<file path="src/rtl/audio_pkg.sv">
// -----------------------------------------------------------------------------
// audio_pkg
// Shared definitions for the audio blocks.
//   WORD_LENGTH_DEFAULT : default PCM sample width and PDM bits per sample
//   ACC_MID             : mid-scale accumulator value for the default width
//   pdm_mod_state_t     : PDM modulator operating states
// -----------------------------------------------------------------------------
package audio_pkg;

    localparam int WORD_LENGTH_DEFAULT = 16;

    // Half of full scale; the accumulator starts here so that a zero PCM
    // sample produces a centred 1,0,1,0 stream from the first bit.
    localparam int ACC_MID = 2 ** (WORD_LENGTH_DEFAULT - 1);

    typedef enum logic [1:0] {
        IDLE  = 2'd0,
        PRIME = 2'd1,
        RUN   = 2'd2
    } pdm_mod_state_t;

endpackage

</file>
<file path="src/rtl/pdm_modulator_if.sv">
// -----------------------------------------------------------------------------
// pdm_modulator_if
// PCM sample handshake into the PDM modulator.
//   sample_i       : signed two's-complement PCM sample (producer -> modulator)
//   sample_valid_i : sample_i holds a valid sample    (producer -> modulator)
//   sample_ready_o : modulator holding buffer is empty (modulator -> producer)
// A sample transfers in any cycle where valid and ready are both high.
// -----------------------------------------------------------------------------
interface pdm_modulator_if
    import audio_pkg::*;
#(
    parameter int WORD_LENGTH = WORD_LENGTH_DEFAULT
);

    logic [WORD_LENGTH-1:0] sample_i;
    logic                   sample_valid_i;
    logic                   sample_ready_o;

    // Producer side (e.g. a DMA engine or the testbench).
    modport master (
        output sample_i,
        output sample_valid_i,
        input  sample_ready_o
    );

    // Modulator side.
    modport slave (
        input  sample_i,
        input  sample_valid_i,
        output sample_ready_o
    );

endinterface

</file>
<file path="src/rtl/pdm_clock_edge_detect.sv">
// -----------------------------------------------------------------------------
// pdm_clock_edge_detect
// Brings the asynchronous PDM bit clock into the system clock domain and
// produces a one-cycle launch strobe on the selected edge.
//   clock_i   : system clock
//   reset_n_i : asynchronous active-low reset
//   pdm_clk_i : asynchronous PDM bit clock
//   lrsel_i   : 1 = strobe on falling edge, 0 = strobe on rising edge
//   strobe_o  : one-cycle launch strobe (combinational from registered state)
// -----------------------------------------------------------------------------
module pdm_clock_edge_detect (
    input  logic clock_i,
    input  logic reset_n_i,
    input  logic pdm_clk_i,
    input  logic lrsel_i,
    output logic strobe_o
);

    logic sync1_q;
    logic sync2_q;
    logic prev_q;

    // Two synchronizer flops followed by a history flop for edge detection.
    // The strobe is visible after the second edge so that the register it
    // feeds updates on the third clock_i edge after the pdm_clk_i transition.
    always_ff @(posedge clock_i or negedge reset_n_i) begin
        if (!reset_n_i) begin
            sync1_q <= 1'b0;
            sync2_q <= 1'b0;
            prev_q  <= 1'b0;
        end else begin
            sync1_q <= pdm_clk_i;
            sync2_q <= sync1_q;
            prev_q  <= sync2_q;
        end
    end

    assign strobe_o = lrsel_i ? (prev_q & ~sync2_q) : (sync2_q & ~prev_q);

endmodule

</file>
<file path="src/rtl/pdm_modulator.sv">
// -----------------------------------------------------------------------------
// pdm_modulator
// First-order sigma-delta PDM modulator with a one-entry sample buffer.
//   clock_i      : system clock, all logic on the rising edge
//   reset_n_i    : asynchronous active-low reset
//   enable_i     : 1 = modulate, 0 = idle
//   sample_bus   : PCM sample handshake (slave side)
//   pdm_clk_i    : asynchronous PDM bit clock from the receiver
//   pdm_lrsel_i  : 1 = launch on falling pdm_clk_i edge, 0 = rising edge
//   pdm_data_o   : PDM bitstream
//   done_o       : one-cycle pulse when a sample's bits are fully emitted
//   underrun_o   : one-cycle pulse when a sample boundary finds no new sample
// -----------------------------------------------------------------------------
module pdm_modulator
    import audio_pkg::*;
#(
    parameter int WORD_LENGTH        = WORD_LENGTH_DEFAULT,
    parameter int SYSTEM_FREQUENCY   = 100_000_000,
    parameter int SAMPLING_FREQUENCY = 1_000_000
) (
    input  logic           clock_i,
    input  logic           reset_n_i,
    input  logic           enable_i,
    pdm_modulator_if.slave sample_bus,
    input  logic           pdm_clk_i,
    input  logic           pdm_lrsel_i,
    output logic           pdm_data_o,
    output logic           done_o,
    output logic           underrun_o
);

    localparam int                     CNT_W    = (WORD_LENGTH > 1) ? $clog2(WORD_LENGTH) : 1;
    localparam logic [CNT_W-1:0]       CNT_LAST = CNT_W'(WORD_LENGTH - 1);
    localparam logic [WORD_LENGTH-1:0] ACC_INIT = {1'b1, {(WORD_LENGTH-1){1'b0}}};

    // Each pdm_clk_i phase must span the synchronizer plus edge pipeline,
    // so the system clock has to be comfortably faster than the bit clock.
    if (SYSTEM_FREQUENCY < 6 * SAMPLING_FREQUENCY) begin : g_ratio_check
        $error("pdm_modulator: SYSTEM_FREQUENCY too low for SAMPLING_FREQUENCY");
    end

    pdm_mod_state_t         state_q, state_d;
    logic [WORD_LENGTH-1:0] acc_q, acc_d;
    logic [CNT_W-1:0]       cnt_q, cnt_d;
    logic [WORD_LENGTH-1:0] cur_q, cur_d;
    logic [WORD_LENGTH-1:0] buf_q, buf_d;
    logic                   buf_full_q, buf_full_d;
    logic                   data_q, data_d;
    logic                   done_q, done_d;
    logic                   underrun_q, underrun_d;
    logic                   ready_q;

    logic                   strobe;
    logic                   accept;
    logic                   modulate;
    logic                   clear_dp;
    logic                   prime_load;
    logic [WORD_LENGTH:0]   sum;

    pdm_clock_edge_detect u_edge (
        .clock_i   (clock_i),
        .reset_n_i (reset_n_i),
        .pdm_clk_i (pdm_clk_i),
        .lrsel_i   (pdm_lrsel_i),
        .strobe_o  (strobe)
    );

    assign accept = sample_bus.sample_valid_i & ready_q;
    assign sum    = {1'b0, acc_q} + {1'b0, cur_q};

    // State register.
    always_ff @(posedge clock_i or negedge reset_n_i) begin
        if (!reset_n_i) begin
            state_q <= IDLE;
        end else begin
            state_q <= state_d;
        end
    end

    // Next-state logic: PRIME waits for a buffered sample before running;
    // dropping enable from PRIME or RUN always returns to IDLE.
    always_comb begin
        state_d = state_q;
        case (state_q)
            IDLE:    if (enable_i) state_d = PRIME;
            PRIME: begin
                if (!enable_i)       state_d = IDLE;
                else if (buf_full_q) state_d = RUN;
            end
            RUN:     if (!enable_i) state_d = IDLE;
            default: state_d = IDLE;
        endcase
    end

    // FSM outputs. Outside of an enabled RUN the datapath is held at its
    // start values, which also swallows a strobe coinciding with RUN exit.
    always_comb begin
        modulate   = 1'b0;
        prime_load = 1'b0;
        clear_dp   = 1'b1;
        case (state_q)
            PRIME: prime_load = enable_i & buf_full_q;
            RUN: begin
                clear_dp = ~enable_i;
                modulate = enable_i & strobe;
            end
            default: ;
        endcase
    end

    // Datapath next state: accumulate on each strobe, swap in the buffered
    // sample at the word boundary, and capture accepted samples as offset
    // binary (MSB inverted). Accept and load never coincide because ready
    // is low whenever the buffer is full.
    always_comb begin
        acc_d      = acc_q;
        cnt_d      = cnt_q;
        cur_d      = cur_q;
        buf_d      = buf_q;
        buf_full_d = buf_full_q;
        data_d     = data_q;
        done_d     = 1'b0;
        underrun_d = 1'b0;

        if (clear_dp) begin
            acc_d  = ACC_INIT;
            cnt_d  = '0;
            data_d = 1'b0;
        end else if (modulate) begin
            data_d = sum[WORD_LENGTH];
            acc_d  = sum[WORD_LENGTH-1:0];
            if (cnt_q == CNT_LAST) begin
                cnt_d  = '0;
                done_d = 1'b1;
                if (buf_full_q) begin
                    cur_d      = buf_q;
                    buf_full_d = 1'b0;
                end else begin
                    underrun_d = 1'b1;
                end
            end else begin
                cnt_d = cnt_q + CNT_W'(1);
            end
        end

        if (prime_load) begin
            cur_d      = buf_q;
            buf_full_d = 1'b0;
        end

        if (accept) begin
            buf_d      = {~sample_bus.sample_i[WORD_LENGTH-1], sample_bus.sample_i[WORD_LENGTH-2:0]};
            buf_full_d = 1'b1;
        end
    end

    // Datapath registers. Ready tracks the next buffer state so that it
    // always equals "buffer empty" while staying low during reset.
    always_ff @(posedge clock_i or negedge reset_n_i) begin
        if (!reset_n_i) begin
            acc_q      <= ACC_INIT;
            cnt_q      <= '0;
            cur_q      <= '0;
            buf_q      <= '0;
            buf_full_q <= 1'b0;
            data_q     <= 1'b0;
            done_q     <= 1'b0;
            underrun_q <= 1'b0;
            ready_q    <= 1'b0;
        end else begin
            acc_q      <= acc_d;
            cnt_q      <= cnt_d;
            cur_q      <= cur_d;
            buf_q      <= buf_d;
            buf_full_q <= buf_full_d;
            data_q     <= data_d;
            done_q     <= done_d;
            underrun_q <= underrun_d;
            ready_q    <= ~buf_full_d;
        end
    end

    assign sample_bus.sample_ready_o = ready_q;
    assign pdm_data_o                = data_q;
    assign done_o                    = done_q;
    assign underrun_o                = underrun_q;

endmodule

</file>
<file path="src/flat_wrapper.sv">
// flat-port wrapper written by rule: the top's interface ports become plain ports
module pdm_modulator_flat import audio_pkg::*;
#(
    parameter int WORD_LENGTH        = WORD_LENGTH_DEFAULT,
    parameter int SYSTEM_FREQUENCY   = 100_000_000,
    parameter int SAMPLING_FREQUENCY = 1_000_000
)
  (clock_i, reset_n_i, enable_i, pdm_clk_i, pdm_lrsel_i, pdm_data_o, done_o, underrun_o, sample_bus_sample_i, sample_bus_sample_valid_i, sample_bus_sample_ready_o);
  pdm_modulator_if #(.WORD_LENGTH(WORD_LENGTH)) sample_bus_i ();
  input  logic clock_i;
  input  logic reset_n_i;
  input  logic enable_i;
  input  logic pdm_clk_i;
  input  logic pdm_lrsel_i;
  output logic pdm_data_o;
  output logic done_o;
  output logic underrun_o;
  input wire logic [$bits(sample_bus_i.sample_i)-1:0] sample_bus_sample_i;
  input wire logic [$bits(sample_bus_i.sample_valid_i)-1:0] sample_bus_sample_valid_i;
  output wire logic [$bits(sample_bus_i.sample_ready_o)-1:0] sample_bus_sample_ready_o;
  assign sample_bus_i.sample_i = sample_bus_sample_i;
  assign sample_bus_i.sample_valid_i = sample_bus_sample_valid_i;
  assign sample_bus_sample_ready_o = sample_bus_i.sample_ready_o;
  pdm_modulator #(.WORD_LENGTH(WORD_LENGTH), .SYSTEM_FREQUENCY(SYSTEM_FREQUENCY), .SAMPLING_FREQUENCY(SAMPLING_FREQUENCY)) u_core (.clock_i(clock_i), .reset_n_i(reset_n_i), .enable_i(enable_i), .sample_bus(sample_bus_i), .pdm_clk_i(pdm_clk_i), .pdm_lrsel_i(pdm_lrsel_i), .pdm_data_o(pdm_data_o), .done_o(done_o), .underrun_o(underrun_o));
endmodule
</file>
<file path="config.mk">
export PLATFORM = sky130hd
export DESIGN_NAME = pdm_modulator_flat
export DESIGN_NICKNAME = d
export VERILOG_FILES = /design/src/rtl/audio_pkg.sv /design/src/rtl/pdm_modulator_if.sv /design/src/rtl/pdm_clock_edge_detect.sv /design/src/rtl/pdm_modulator.sv /design/src/flat_wrapper.sv
export SDC_FILE = /design/constraint.sdc
export NUM_CORES = 1
export LEC_CHECK = 0
export CAP_MARGIN = 10
export CORE_MARGIN = 2
export CORE_UTILIZATION = 30
export DETAILED_ROUTE_END_ITERATION = 6
export SYNTH_ARGS = -nofsm -noshare
export SYNTH_HDL_FRONTEND = slang
export SYNTH_SLANG_ARGS = --single-unit
</file>
<file path="constraint.sdc">
create_clock -name clock_i -period 2.09 [get_ports clock_i]
set_input_delay 0.209 -clock clock_i [delete_from_list [all_inputs] [get_ports clock_i]]
set_output_delay 0.209 -clock clock_i [all_outputs]
set_load 0.005 [all_outputs]
</file>
# Word-level counts from Yosys, hierarchy flattened
# Index checks and enable logic that the tools add are counted.
[word_totals]
ff_bits = 62
latch_bits = 0
mem_bits_rw = 0
rom_bits = 0
in_bits = 22
output_inout_bits = 4
wordCells = 72
n_memories = 0
[op_classes]
addsub = 2
n_mul = 0
div_mod_pow = 0
magnitude_cmp = 0
eq_ne = 7
shift = 0
mux = 33
bitwise_logic = 10
n_reduce_logical = 7
[ops]
columns = ["operator", "n"]
rows = [
  ["16-bit two-way mux", 7],
  ["1-bit two-way mux", 18],
  ["16-bit by 16-bit adder with 17-bit output", 1],
  ["4-bit two-way mux", 3],
  ["2-bit two-way mux", 4],
  ["2-bit nonzero test", 4],
  ["2-bit inequality test, second input constant", 3],
  ["2-bit one-hot mux with 3 select lines", 1],
  ["1-bit bitwise AND", 5],
  ["1-bit NOT", 5],
  ["4-bit by 1-bit adder with 4-bit output, second input constant", 1],
  ["4-bit equality test, second input constant", 1],
  ["4-bit AND reduction", 1],
  ["3-bit by 2-bit inequality test with 1-bit output, second input constant", 1],
  ["3-bit AND reduction", 1],
  ["2-bit by 1-bit equality test with 1-bit output, second input constant", 1],
  ["2-bit equality test, second input constant", 1],
  ["2-bit zero test", 1],
]

# Longest topological paths before layout
# Gate-level depths: netlist of the first run.
[logic_depth]
depth_word = 10
depth_mapped = 9
depth_no_buf = 9

# Hierarchy
# From an unflattened synthesis of the first run, not the netlist that was laid out.
[hier_totals]
cells_unflattened = 290
hier_area_um2 = 3194.3
[by_module_without_submodules]
columns = ["mod", "n_inst", "cells_per_inst", "area_per_inst_um2", "seq_area_each_um2"]
rows = [
  ["pdm_modulator", 1, 284, 3096.7, 1477.7],
  ["pdm_clock_edge_detect", 1, 6, 97.6, 75.1],
]

# Worst setup path before layout of the first run
# OpenSTA, ideal clock, no wires.
[synth_path]
path_kind = "register to register"
start = "register u_core.cur_q[0]"
end = "register u_core.acc_q[14]"
setup_time_ps = 87
t_arrival_ps = 1978
required_ps = 2003
path_slack_ps = 26
stages_incl_launch_ff = 10
n_path_buf = 0
synth_period_minus_slack_ps = 2064
path_cell_list = "dfrtp_1 > ha_1 > inv_1 > fa_1 > nor2b_1 > o2111ai_1 > nand2_1 > a41oi_1 > or4_1 > o211ai_1"
[synth_via]
elab_chain_len = 3
[synth_rtl]
columns = ["item", "line_no", "text"]
rows = [
  ["start: declaration", "pdm_modulator.sv:45", "logic [WORD_LENGTH-1:0] cur_q, cur_d;"],
  ["start signal: assignment", "pdm_modulator.sv:173", "cur_q <= cur_d;"],
  ["16-bit by 16-bit adder with 17-bit output", "pdm_modulator.sv:69", "assign sum = {1'b0, acc_q} + {1'b0, cur_q};"],
  ["16-bit two-way mux", "pdm_modulator.sv:129", "end else if (modulate) begin"],
  ["16-bit two-way mux", "pdm_modulator.sv:125", "if (clear_dp) begin"],
  ["end signal: assignment", "pdm_modulator.sv:161", "acc_q <= ACC_INIT;"],
  ["end signal: assignment", "pdm_modulator.sv:171", "acc_q <= acc_d;"],
  ["end: declaration", "pdm_modulator.sv:43", "logic [WORD_LENGTH-1:0] acc_q, acc_d;"],
]
# Every way passes these cells. The select of a mux whose other input is x is not followed.
# A chain may end at the register's enable or synchronous reset.

# Final worst setup path of the first run
# Ends and elaborated chain as after synthesis.

==> impl_results.md, run 1 <==
* Clock skew at 0.00721 ns
* Drt total wl at 6830 um
* Sw frac at 0.314
* Initial antenna violation count at 0
* TNS Setup at -0.0295 ns
* First-pass GRT wire length at 11500 um
* Worst hold path class: input pin to flop
* R2R depth at 9
* #FFs+latches synth at 62
* Worst-skew pair later-pin latency at 0.35 ns
* Min Hold Slack at 0.314 ns
* Psw at 0.00140 W
* Detail Route Antenna Nets at 0
* HPWL after DPL at 4730 um
* WHS Endpoint: u_core.u_edge.sync1_q
* Critical path class: flop to flop
* Hold Vio Cnt, Final at 0
* Pre-CTS WS at -0.115 ns
* Starting DRT DRC Count at 108
* Status: finished with violations
* Commonest non-fill, non-tap cell in the layout: dfrtp_1
* Clock share of power at 0.243
* Die X at 107 um
* Violated checks: setup timing
* Pwr dens at 1060 nW/um^2
* Setup ws final at -0.0177 ns
* Die Area at 11400 um^2
* Diode count at 0
* Mapped Avg Cell Area at 11.4 um^2
* GR Overflow Total at 0
* Gate Count Post-Synth at 280
* Post-synth ARST share at 1.00
* R2r setup slk at -0.02 ns
* Root Driver: clkbuf_8
* CTS Sinks at 62
* Layout cells sized above 1 at 0.335
* Count of final setup violators at 3
* Top FF cell, synth: dfrtp_1
* Met2 WL post-DR at 3120 um
* Via count at 2347
* Ports at 26
* WL met1 at 3320 um
* Largest family of logic cells by synthesized area: compound AO/OA/AOI/OAI gates
* Longest Clk Path Bufs at 2
* Row Count at 37
* H-Tree Depth at 3
* CP Capture Type: flop
* RR Startpoint: u_core.cur_q[0]
* Leakage at 1.91 nW
* Syn_nets at 320
* Simple-Gate Fraction of Synth Area at 0.122
* PortBufs at 25
* CTS tree: yes
* Reg2reg end: u_core.acc_q[14]
* Most frequent cells in the layout: dfrtp_1 (61), buf_4 (36), nand2_1 (28)
* Nets at 387
* Combinational share of power at 0.352
* Slew headroom at 0.593
* Power Total at 0.00446 W
* Period utilisation layout at 1.01
* Die height at 107 um
* CP Data Required Time at 2.35 ns
* P_int at 0.00306 W
* Starting Density at 0.308
* RSZ-0062 raised after global routing: yes
* DR pass1 iterations at 4
* Post-synth EDFFs at 0
* Max IR drop VDD at 0.000653 V
* Syn. warnings at 0
* WL met3 at 249 um
* DRC at 0
* Final Max Tran Viols at 0
* Worst hold path cell count at 1
* Number of global-route vias before repair at 2407
* Max Cap Viol at 0
* Fin crit period at 2.11 ns
* Distinct cell type count of the synthesized netlist at 54
* TritonCTS buffer count at 9
* Slew @ Worst Pin at 0.610 ns
* Clock-pin slew on the worst setup and hold paths at 0.07 ns
* Via density at 4.81
* Crit-path max FO at 2
* Part of the power in registers at 0.405
* Startpoint Class: flop
* Area grow syn2layout at 32.6%
* Compound-cell area share of the yosys netlist at 0.142
* Adder-cell share of the synthesized area at 0.0732
* Seq/Total Area, Yosys at 0.488
* Hold path start: pdm_clk_i
* Post-Syn Area at 3180 um^2
* Mux share of post-synthesis cell area at 0.128
* Core ar. at 10300 um^2
* Pin count of the biggest net entering global routing at 39
* Total GRT Usage at 0.129
* Top Metal Used: met4
* Fmax at 0.474 GHz
* Drt wl/cell at 14.0 um
* RD Place Congestion at 0.804
* XOR/XNOR Fraction of Synth Area at 0.0220
* Worst path arrival time at 2.37 ns
power groups by stage:
stage | Combinational (W) | Clock [W] | Sequential [W]
after CTS | 0.00141 | 0.00112 | 0.00181
after global routing | 0.00173 | 0.00117 | 0.00185
after detailed placement | 0.00138 | 0 | 0.00182
after global placement | 0.00135 | 0 | 0.00181
after floorplan | 0.000988 | 0 | 0.00173
final | 0.00157 | 0.00109 | 0.00181
critical path, cell delays in order (launching register included):
cell       delay (ns)
dfrtp_1          0.36
ha_2             0.20
inv_2            0.04
fa_2             0.34
nor2b_2          0.15
o2111ai_2        0.15
nand2_2          0.12
a41oi_2          0.14
or4_1            0.43
o211ai_1         0.09
final cells by class:
cell class | count | area [um^2]
Sequential cell | 62 | 1550
Fill cell | 989 | 6110
Multi-Input combinational cell | 202 | 1690
Clock buffer | 10 | 138
Tap cell | 136 | 170
Inverter | 7 | 26.3
Clock inverter | 6 | 70.1
Timing Repair Buffer | 65 | 568
routing by layer:
layer / up-vias / track usage
met2: 45 / 0.203
met4: 0 / 0.0557
met3: 11 / 0.0298
met1: 1132 / 0.170
met5: - / 0
li1: 1159 / -
metrics by stage:
step                instance area, um^2  cells  utilization
finish                             4220    488        0.408
CTS                                4070    482        0.394
global placement                   3790    463        0.367
detailed placement                 3790    463        0.367
floorplan                          3180    280            -
global route                       4220    488        0.408
kinds of logic (layout without fill, tap and decap cells):
family | after synthesis | after routing
AND/OR/NAND/NOR | 76 | 76
AO/OA/AOI/OAI | 67 | 67
flip-flops | 62 | 62
multiplexers | 33 | 33
adder cells (fa/ha/maj) | 18 | 18
buffers and inverters | 16 | 88
XOR/XNOR | 8 | 8
state kept, by name, indices dropped and copies added, names as in the netlist:
name	flops
u_core.sample_bus.sample_ready_o	1
u_core.u_edge.sync1_q	1
u_core.u_edge.prev_q	1
u_core.done_o	1
u_core.acc_q	16
u_core.cur_q	16
u_core.buf_q	16
u_core.cnt_q	4
u_core.buf_full_q	1
u_core.state_q	2
u_core.underrun_o	1
u_core.u_edge.sync2_q	1
u_core.pdm_data_o	1
cells in the mapped netlist, drive strengths merged, types with 3 or more instances:
cell / n / area, um^2
a21o: 6 / 45.0
a21oi: 24 / 124
and2: 3 / 18.8
and3: 4 / 25.0
buf: 5 / 36.3
clkbuf: 4 / 15.0
dfrtp: 61 / 1530
ha: 17 / 213
inv: 7 / 26.3
mux2: 31 / 387
nand2: 30 / 120
nand3: 7 / 35.0
nor2: 12 / 45.0
o211ai: 3 / 22.5
o21ai: 10 / 50.1
o22ai: 3 / 38.8
or3: 4 / 25.0
xnor2: 4 / 35.0
xor2: 4 / 35.0
how the worst max path moves through the flow:
stage               startpoint  slack [ns]               end  cells after the start
5_1_grt        u_core.cur_q[0]       -0.14  u_core.acc_q[14]                      9
6_report       u_core.cur_q[0]       -0.02  u_core.acc_q[14]                      9
2_1_floorplan  u_core.cur_q[0]        0.03  u_core.acc_q[14]                      9
3_5_place_dp   u_core.cur_q[6]       -0.11  u_core.acc_q[14]                      8
3_3_place_gp   u_core.cur_q[6]       -0.11  u_core.acc_q[12]                      8
4_1_cts        u_core.cur_q[0]       -0.04  u_core.acc_q[10]                      9
repair_timing:
| item | CTS | global route |
|---|---|---|
| hold buffers | 1 | 0 |
| setup buffers | 2 | 8 |
| pin swaps | 7 | 22 |
| setup endpoints to repair | 8 | 10 |
| hold endpoints to repair | 24 | 0 |
| resized for setup | 10 | 22 |
Note: power is estimated with default switching activity, not from simulation.
==> run 2, diff against run 1 <==
Settings changed: PLACE_DENSITY from default to 0.58.
==> impl_results.md, run 2 (synthesis gave the netlist of run 1 again) <==
* Fin util at 0.409
* Area grow syn2layout at 32.6%
* Critical path class: flop to flop
* Total GRT Usage at 0.131
* PortBufs at 25
* DRC at 0
* Commonest non-fill, non-tap cell in the layout: dfrtp_1
* Count of final setup violators at 1
* Area taken by multi-input logic gates at 1690 um^2
* Die height at 107 um
* First-pass GRT wire length at 11800 um
* Number of global-route vias before repair at 2392
* Routing usage on met3 at 0.0389
* Via density at 4.89
* H-Tree Depth at 3
* Placed Area at 3790 um^2
* Global routing's busiest layer: met2
* Worst hold path cell count at 1
* Row Count at 37
* Pin count of the biggest net entering global routing at 63
* Drt wl/cell at 14.0 um
* Critical-path top delay cell: a221o_1
* Design area at 4220 um^2
* Fillers at 985
* Pre-CTS WS at -0.146 ns
* Pwr dens at 1060 nW/um^2
* Slowest Stage Delay on Critical Path at 0.43 ns
* Biggest regs: u_core.acc_q x16, u_core.buf_q x16, u_core.cur_q x16
* HPWL after DPL at 4660 um
* Most frequent cells in the layout: dfrtp_1 (61), buf_4 (38), nand2_1 (28)
* Min Hold Slack at 0.326 ns
* Crit-path max FO at 5
* R2R depth at 7
* GR Overflow Total at 0
* Worst-skew pair later-pin latency at 0.34 ns
* Starting Density at 0.308
* Grt met1 use at 0.181
* CP Cell Sequence: ha_4, a21o_1, buf_4, a221o_1, a21oi_2, nor4_1, a211o_1
* Cell family with most CP delay: compound AO/OA/AOI/OAI gates
* Via count at 2388
* Diode count at 0
* Die X at 107 um
* Clock skew at 0.00905 ns
* R2r setup slk at -0.02 ns
* Fmax at 0.475 GHz
* Startpoint Class: flop
* Starting DRT DRC Count at 94
* Clock-pin slew on the worst setup and hold paths at 0.07 ns
* Period utilisation layout at 1.01
* RSZ-0062 raised after global routing: yes
* Met2 global-route usage at 0.196
* Worst path arrival time at 2.34 ns
* Final Max Tran Viols at 0
* Longest Clk Path Bufs at 2
* Max Cap Viol at 0
* Max IR drop VDD at 0.000571 V
* Reg2reg end: u_core.acc_q[9]
* Detail Route Antenna Nets at 0
* Power Total at 0.00449 W
* Slew headroom at 0.659
* CP Data Required Time at 2.32 ns
* Reg area at 1550 um^2
* Status: finished with violations
* Core ar. at 10300 um^2
* Hold Vio Cnt, Final at 0
* Layout cells sized above 1 at 0.315
* Critical path buffers and inverters at 1
* Slew @ Worst Pin at 0.512 ns
* Leakage at 1.89 nW
* CTS Sinks at 62
* Root Driver: clkbuf_8
* CTS tree: yes
* Fin crit period at 2.11 ns
* Violated checks: setup timing
* Hold path start: pdm_clk_i
* DR pass1 iterations at 4
* Initial antenna violation count at 0
* Setup ws final at -0.0164 ns
* Drt total wl at 6850 um
* WHS Endpoint: u_core.u_edge.sync1_q
* RD Place Congestion at 0.763
* Worst hold path class: input pin to flop
* CP Capture Type: flop
* Nets at 387
* Die Area at 11400 um^2
* Ports at 26
* Critical path depth in cells at 7
* TritonCTS buffer count at 9
* RR Startpoint: u_core.acc_q[6]
run 2: power by group:
group,switching (W),internal [W],leakage (nW)
sequential,0.000238,0.00156,0.782
combinational,0.000643,0.000871,1.01
clock,0.000508,0.000675,0.106
run 2: worst max path at each step:
stage	start	to	slack (ns)
2_1_floorplan	u_core.cur_q[0]	u_core.acc_q[14]	0.03
3_3_place_gp	u_core.cur_q[0]	u_core.acc_q[10]	-0.12
3_5_place_dp	u_core.cur_q[0]	u_core.acc_q[10]	-0.15
4_1_cts	u_core.cur_q[0]	u_core.acc_q[10]	-0.05
5_1_grt	u_core.acc_q[0]	u_core.acc_q[14]	-0.10
6_report	u_core.acc_q[6]	u_core.acc_q[9]	-0.02
run 2: what timing repair did:
item / CTS / global route
resized for setup: 12 / 15
hold buffers: 1 / 0
endpoints found under the hold margin: 61 / 0
pin swaps: 3 / 16
endpoints found under the setup margin: 9 / 9
setup buffers: 4 / 4
run 2: layout make-up:
type / count / area share
clock buffers: 9 / 0.0294
flip-flops and latches: 62 / 0.368
multi-input cells: 202 / 0.400
well taps: 136 / 0.0403
clock inverters: 7 / 0.0231
inverters: 7 / 0.00623
repair buffers: 65 / 0.133
run 2: worst register-to-register path, stage by stage (launching register included):
cell     delay, ns
dfrtp_1       0.42
ha_4          0.27
a21o_1        0.22
buf_4         0.15
a221o_1       0.43
a21oi_2       0.19
nor4_1        0.06
a211o_1       0.25
run 2: layer usage:
layer	vias up	share of wire
met5	-	0
met4	0	0.018
met3	8	0.039
met2	47	0.46
met1	1176	0.48
li1	1157	-
run 2: per-stage QoR:
step / TNS, ns / instances
after floorplan: 0 / 280
after global placement: -0.738 / 463
after detailed placement: -1.45 / 463
after CTS: -0.0807 / 484
after global routing: -0.523 / 488
final: -0.0164 / 488
==> run 3, diff against run 2 <==
Settings changed: CORE_ASPECT_RATIO from default to 0.6.
==> impl_results.md, run 3 (synthesis gave the netlist of run 1 again) <==
* Starting Density at 0.304
* Setup ws final at -0.0248 ns
* P_int at 0.00338 W
* Hold Vio Cnt, Final at 0
* CP Capture Type: flop
* Final Max Tran Viols at 0
* Period utilisation layout at 1.01
* Die height at 83.8 um
* Starting DRT DRC Count at 113
* Area grow syn2layout at 37.4%
* TNS Setup at -0.0384 ns
* Power Total at 0.00489 W
* Core ar. at 10500 um^2
* Min Hold Slack at 0.345 ns
* Count of final setup violators at 2
* Fin util at 0.418
* RR Startpoint: u_core.acc_q[0]
* Commonest non-fill, non-tap cell in the layout: dfrtp_1
* Most frequent cells in the layout: dfrtp_1 (60), buf_4 (41), nand2_1 (28)
* Clock skew at 0.00523 ns
* Nets at 392
* Fin crit period at 2.11 ns
* RSZ-0062 raised after global routing: yes
* Part of the power in registers at 0.378
* RD Place Congestion at 0.863
* Die Area at 11500 um^2
* Diode count at 0
* Startpoint Class: flop
* Worst path arrival time at 2.36 ns
* CP Data Required Time at 2.34 ns
* Row Count at 29
* Sw frac at 0.308
* Longest Clk Path Bufs at 2
* Pre-CTS WS at -0.178 ns
* Number of global-route vias before repair at 2243
* Leakage at 1.98 nW
* CTS tree: yes
* Critical Path Source: u_core.acc_q[0]
* Via density at 4.72
* Slew headroom at 0.735
* R2r setup slk at -0.02 ns
* Drt wl/cell at 14.9 um
* Initial antenna violation count at 0
* H-Tree Depth at 3
* Pin count of the biggest net entering global routing at 63
* Status: finished with violations
* R2R depth at 9
* DRC at 0
* Pwr dens at 1120 nW/um^2
* Max IR drop VDD at 0.000563 V
* PortBufs at 25
* Via count at 2341
* HPWL after DPL at 5020 um
* DR pass1 iterations at 5
* Fmax at 0.473 GHz
* Detail Route Antenna Nets at 0
* Layout cells sized above 1 at 0.353
* Biggest regs: u_core.acc_q x16, u_core.buf_q x16, u_core.cur_q x16
* Clock share of power at 0.286
* First-pass GRT wire length at 12000 um
* Worst-skew pair later-pin latency at 0.33 ns
* Crit-path max FO at 2
* Violated checks: setup timing
* GR Overflow Total at 0
* Reg2reg end: u_core.acc_q[14]
* Psw at 0.00151 W
* Max Cap Viol at 0
* CTS Sinks at 62
* Clock-pin slew on the worst setup and hold paths at 0.05 ns
* Die X at 137 um
* Ports at 26
* Combinational share of power at 0.336
* Slew @ Worst Pin at 0.398 ns
* Critical path class: flop to flop
* Worst hold path class: flop to flop
* Total GRT Usage at 0.139
* Root Driver: clkbuf_16
* Critical path endpoint: u_core.acc_q[14]
* TritonCTS buffer count at 9
* Drt total wl at 7380 um
## run 3: layer usage
layer / vias up / wire [um] / GRT usage
met4: 0 / 52 / 0.0506
met2: 59 / 2820 / 0.163
li1: 1170 / - / -
met3: 7 / 401 / 0.0419
met1: 1105 / 4110 / 0.229
met5: - / 0 / 0
## run 3: critical path: stages (launching register included)
cell and delay [ns]:
dfrtp_1 0.35, ha_2 0.20, inv_2 0.04, fa_2 0.37
nor2b_4 0.16, o2111ai_4 0.13, nand2_2 0.11, a41oi_2 0.13
or4_1 0.42, o211ai_1 0.09
## run 3: power groups by stage
stage	registers [W]	clock network (W)	logic (W)
floorplan	0.00173	0	0.000988
global placement	0.00184	0	0.00138
detailed placement	0.00185	0	0.00141
CTS	0.00184	0.00144	0.00147
global route	0.00190	0.00150	0.00180
finish	0.00185	0.00140	0.00164
## run 3: final cells by class
class,count,area [um^2]
Clock inverter,5,33.8
Timing Repair Buffer,70,606
Inverter,7,26.3
Tap cell,139,174
Sequential cell,62,1550
Multi-Input combinational cell,202,1720
Clock buffer,11,253
Fill cell,1006,6080
## run 3: worst min-delay path by stage
stage	from	end	slack [ns]	depth (start not counted)
3_5_place_dp	reset_n_i	u_core.buf_q[2]	0.25	2
5_1_grt	u_core.u_edge.sync1_q	u_core.u_edge.sync2_q	0.35	0
3_3_place_gp	reset_n_i	u_core.buf_q[6]	0.25	2
6_report	u_core.u_edge.sync1_q	u_core.u_edge.sync2_q	0.35	0
2_1_floorplan	reset_n_i	u_core.acc_q[0]	-0.09	0
4_1_cts	u_core.u_edge.sync1_q	u_core.u_edge.sync2_q	0.35	0
## run 3: metrics by stage
step | instances | instance area, um^2
floorplan | 280 | 3180
global placement | 470 | 3820
detailed placement | 470 | 3820
CTS | 489 | 4190
global route | 496 | 4370
finish | 496 | 4370
## run 3: timing repair
action                                  CTS  global route
hold buffers                              1             0
gates resized for setup                  10            28
setup buffers                             2             7
endpoints found under the setup margin    9            11
endpoints found under the hold margin    61             0
pin swaps                                 3            15
